### src/rtl/blink_meter.sv
// Measures the half-period of an asynchronous square wave in clk cycles and
// hands each result to a consumer through a valid/ready hold register.
//
// state   | meaning
// --------+-------------------------------------------------------------
// IDLE    | no reference edge yet (after reset or a stall); the next edge
//         | only starts the count
// MEASURE | counting cycles since the last edge; each edge emits cnt
module blink_meter #(
    parameter int cnt_w   = 16,
    parameter int timeout = 1000
) (
    input  logic             clk,
    input  logic             rst,
    input  logic             d,
    output logic [cnt_w-1:0] m_period,
    output logic             m_level,
    output logic             m_valid,
    input  logic             m_ready,
    output logic             overrun,
    output logic             stalled
);

    typedef enum logic {
        IDLE    = 1'b0,
        MEASURE = 1'b1
    } state_t;

    localparam logic [cnt_w-1:0] timeout_val = cnt_w'(timeout);
    localparam logic [cnt_w-1:0] cnt_one     = cnt_w'(1);

    state_t           state;
    state_t           state_nxt;
    logic [cnt_w-1:0] cnt;
    logic [cnt_w-1:0] cnt_nxt;
    logic             s1;
    logic             s2;
    logic             prev;
    logic             edge_det;
    logic             emit;
    logic             stall_set;

    always_ff @(posedge clk or posedge rst) begin
        if (rst) begin
            s1   <= 1'b0;
            s2   <= 1'b0;
            prev <= 1'b0;
        end else begin
            s1   <= d;
            s2   <= s1;
            prev <= s2;
        end
    end

    assign edge_det = s2 ^ prev;

    always_ff @(posedge clk or posedge rst) begin
        if (rst) begin
            state <= IDLE;
            cnt   <= '0;
        end else begin
            state <= state_nxt;
            cnt   <= cnt_nxt;
        end
    end

    // cnt saturates at timeout by falling back to IDLE, so it never wraps
    always_comb begin
        state_nxt = state;
        cnt_nxt   = cnt;
        emit      = 1'b0;
        stall_set = 1'b0;
        case (state)
            IDLE: begin
                if (edge_det) begin
                    cnt_nxt   = cnt_one;
                    state_nxt = MEASURE;
                end
            end
            MEASURE: begin
                if (edge_det) begin
                    emit    = 1'b1;
                    cnt_nxt = cnt_one;
                end else if (cnt == timeout_val) begin
                    state_nxt = IDLE;
                    stall_set = 1'b1;
                end else begin
                    cnt_nxt = cnt + cnt_one;
                end
            end
            default: state_nxt = IDLE;
        endcase
    end

    always_ff @(posedge clk or posedge rst) begin
        if (rst) begin
            stalled <= 1'b0;
        end else if (edge_det) begin
            stalled <= 1'b0;
        end else if (stall_set) begin
            stalled <= 1'b1;
        end
    end

    // A new result may replace the held one only when the held one leaves
    // in the same cycle; otherwise the new one is dropped and flagged.
    always_ff @(posedge clk or posedge rst) begin
        if (rst) begin
            m_period <= '0;
            m_level  <= 1'b0;
            m_valid  <= 1'b0;
            overrun  <= 1'b0;
        end else begin
            overrun <= 1'b0;
            if (emit) begin
                if (!m_valid || m_ready) begin
                    m_period <= cnt;
                    m_level  <= s2;
                    m_valid  <= 1'b1;
                end else begin
                    overrun <= 1'b1;
                end
            end else if (m_valid && m_ready) begin
                m_valid <= 1'b0;
            end
        end
    end

endmodule

### config.mk
export PLATFORM = sky130hd
export DESIGN_NAME = blink_meter
export DESIGN_NICKNAME = d
export VERILOG_FILES = /design/src/rtl/blink_meter.sv
export SDC_FILE = /design/constraint.sdc
export NUM_CORES = 1
export LEC_CHECK = 0
export CORE_ASPECT_RATIO = 1.75
export CORE_MARGIN = 4
export CORE_UTILIZATION = 37
export DETAILED_ROUTE_END_ITERATION = 12
export GPL_ROUTABILITY_DRIVEN = 1
export GPL_TIMING_DRIVEN = 0
export PLACE_DENSITY_LB_ADDON = 0.2
export SLEW_MARGIN = 20
export SYNTH_ARGS = -nofsm -noshare
export SYNTH_HDL_FRONTEND = slang
export SYNTH_SLANG_ARGS = --single-unit
### constraint.sdc
create_clock -name clk -period 4.59 [get_ports clk]
set_input_delay 1.377 -clock clk [delete_from_list [all_inputs] [get_ports clk]]
set_output_delay 1.377 -clock clk [all_outputs]
set_load 0.05 [all_outputs]
==> results_dict.tcl <==
set metrics [dict create \
    ys_ff_latch 40 \
    irDropWorstVdd_v 0.000299 \
    routed_wl_um 3320 \
    cts_setup_buffers 0 \
    diodes 0 \
    layout_min_cycle_time_ns 2.83 \
    ys_warn_count 0 \
    async_flop_share_pct 100 \
    clock_latency_ns 0.29 \
    finalMaxSlewViolations 0 \
    wl_per_cell_um 14.2 \
    max_slew_margin_pct 56.7 \
    holdCritPathClass "flip-flop to flip-flop" \
    fin_crit_sh_pct 61.7 \
    drtIter0Drc 25 \
    p_leak_nw 0.922 \
    power_density_nw_per_um2 361 \
    worst_path_max_delay_cell "clkdlybuf4s50_1" \
    grt_pass1_wl_um 5770 \
    path_class "flip-flop to output port" \
    grt_max_degree 31 \
    startpoint_type "flip-flop" \
    num_vias 1196 \
    num_rows 32 \
    slowest_delay_ns 0.81 \
    synth_area_per_cell_sq_um 11.4 \
    arrival_ns 1.45 \
    synth_enable_flop_cells 0 \
    synth.top_cells.by_area "dfrtp_1 58%, mux2_2 8.5%, xnor2_1 5.1%, nor2_1 3.5%, nand2_1 3.0%" \
    area_delta_synth_final_pct 23.8 \
    dp_hpwl_um 2490 \
    cts_tree "yes" \
    antenna_found_initial 0 \
    initial_core_util_pct 38.8 \
    grt_pass1_vias 1227 \
    skew_ns 0.00305 \
    placed_area_sq_um 2040 \
    setup_viol 0 \
    clk_pin_slew_ns 0.07 \
    ys_seq_area_share_pct 58.0 \
    synth_fp_nets 158 \
    endpoint_kind "output port" \
    io_pins 24 \
    core_sq_um 4440 \
    netlist_area_sq_um 1730 \
    clock_path_buffers 2 \
    die-height_um 98.3 \
    cts-root-buf "clkbuf_8" \
    worst_slack_ns 1.76 \
    maxCapViolations 0 \
    synthFlopType "dfrtp_1" \
    fin_area_sq_um 2140 \
    numCtsBuffers 5 \
    yosysTopAreaCell "dfrtp_1" \
    clock-sinks 40 \
    layout-drive-gt1-share_pct 14.8 \
    final_common_cell "dfrtp_1" \
    worstPathRequired_ns 3.21 \
    pre_cts_ws_ns 1.43 \
    gp_congestion 0.808 \
    final_net_count 189 \
    final_core_util_pct 48.1 \
    die_w_um 59.6 \
    grt_usage_pct 13.0 \
    worstPathCellList "clkdlybuf4s50_1" \
    tightest_slew_ns 0.647 \
    avgViaCountPerCell 5.11 \
    ant_nets 0 \
    layout_common_cells "40 x dfrtp_1, 23 x clkdlybuf4s50_1, 16 x nor2_1, 14 x nand2_1, 13 x mux2_2" \
    rsz0062_at_grt "no" \
    status "finished clean" \
    die-area_sq_um 5860 \
    path_max_fanout 2 \
    synth.distinct_cells 24 \
    grt_overflow 0 \
    syn_inst 152 \
    cts_resized 0 \
    tns_ns 0 \
    cp_top_family "buffers and inverters" \
    ctsHoldBuffers 0 \
    portBuffers 23 \
    hold_viol_final 0 \
    first_pass_iters 4 \
    yosys.area.top_type_share_pct 58.0 \
    drc 0 \
    max_freq_mhz 353 \
    power.total_mw 0.771 \
    cts.htree.levels 2 \
    crit_buf_inv 1 \
]
==> cells by family after synthesis <==
group	count (synthesis)	synth area share, %
flip-flops	40	58.0
multiplexers	13	8.48
buffers and inverters	12	2.83
adder cells (fa/ha/maj)	2	1.45
AO/OA/AOI/OAI	12	5.00
AND/OR/NAND/NOR	59	17.1
XOR/XNOR	14	7.11
==> routing by layer <==
layer  GRT usage, %  up-vias  share of wire [%]
met5              0        -                  0
met4           6.66        0                2.6
met3           3.31        6                3.4
met2           22.2       15                 56
met1           14.3      593                 38
li1               -      582                  -
==> flip-flops by register name, indices dropped and copies added (netlist names) <==
name      count
overrun       1
s2            1
state         1
cnt          16
s1            1
m_period     16
m_valid       1
m_level       1
prev          1
stalled       1
==> final timing paths <==
kind / from / end / slack, ns / depth (start not counted)
max reg2reg: s2$_DFF_PP0_ / m_period[3]$_DFFE_PP0P_ / 2.57 / 4
min reg2reg: s1$_DFF_PP0_ / s2$_DFF_PP0_ / 0.36 / 0
max in group asynchronous: rst / prev$_DFF_PP0_ / 2.83 / 3
min in group asynchronous: rst / overrun$_DFF_PP0_ / 1.33 / 2
max: m_period[1]$_DFFE_PP0P_ / m_period[1] / 1.76 / 1
min: s1$_DFF_PP0_ / s2$_DFF_PP0_ / 0.36 / 0
==> where the power goes <==
| part | internal, mW | switching, mW | total [mW] |
|---|---|---|---|
| clock network | 0.134 | 0.113 | 0.247 |
| registers | 0.372 | 0.0146 | 0.387 |
| logic | 0.0471 | 0.0899 | 0.137 |
| total | 0.553 | 0.218 | 0.771 |
==> cells in the mapped netlist, drive strengths merged (2+ instances only) <==
| cell | number |
|---|---|
| dfrtp | 40 |
| nor2 | 16 |
| nand2 | 14 |
| mux2 | 13 |
| xnor2 | 10 |
| inv | 7 |
| o21ai | 7 |
| nand3 | 6 |
| nand4 | 6 |
| nor3 | 5 |
| nor4 | 5 |
| clkbuf | 4 |
| xor2 | 4 |
| a21oi | 3 |
| ha | 2 |
| or3 | 2 |
==> stage by stage <==
step | instances | hold WS [ns]
after floorplan | 152 | 0.331
after global placement | 226 | 0.337
after detailed placement | 227 | 0.349
after CTS | 234 | 0.365
after global routing | 234 | 0.372
final | 234 | 0.361
==> area by class of cell <==
cell class,instances,area (sq um)
Tap cell,51,63.8
Clock buffer,7,96.3
Inverter,7,26.3
Timing Repair Buffer,24,250
Sequential cell,40,1000
Fill cell,409,2310
Multi-Input combinational cell,100,676
Buffer,5,22.5
(Power assumes the default switching activity.)
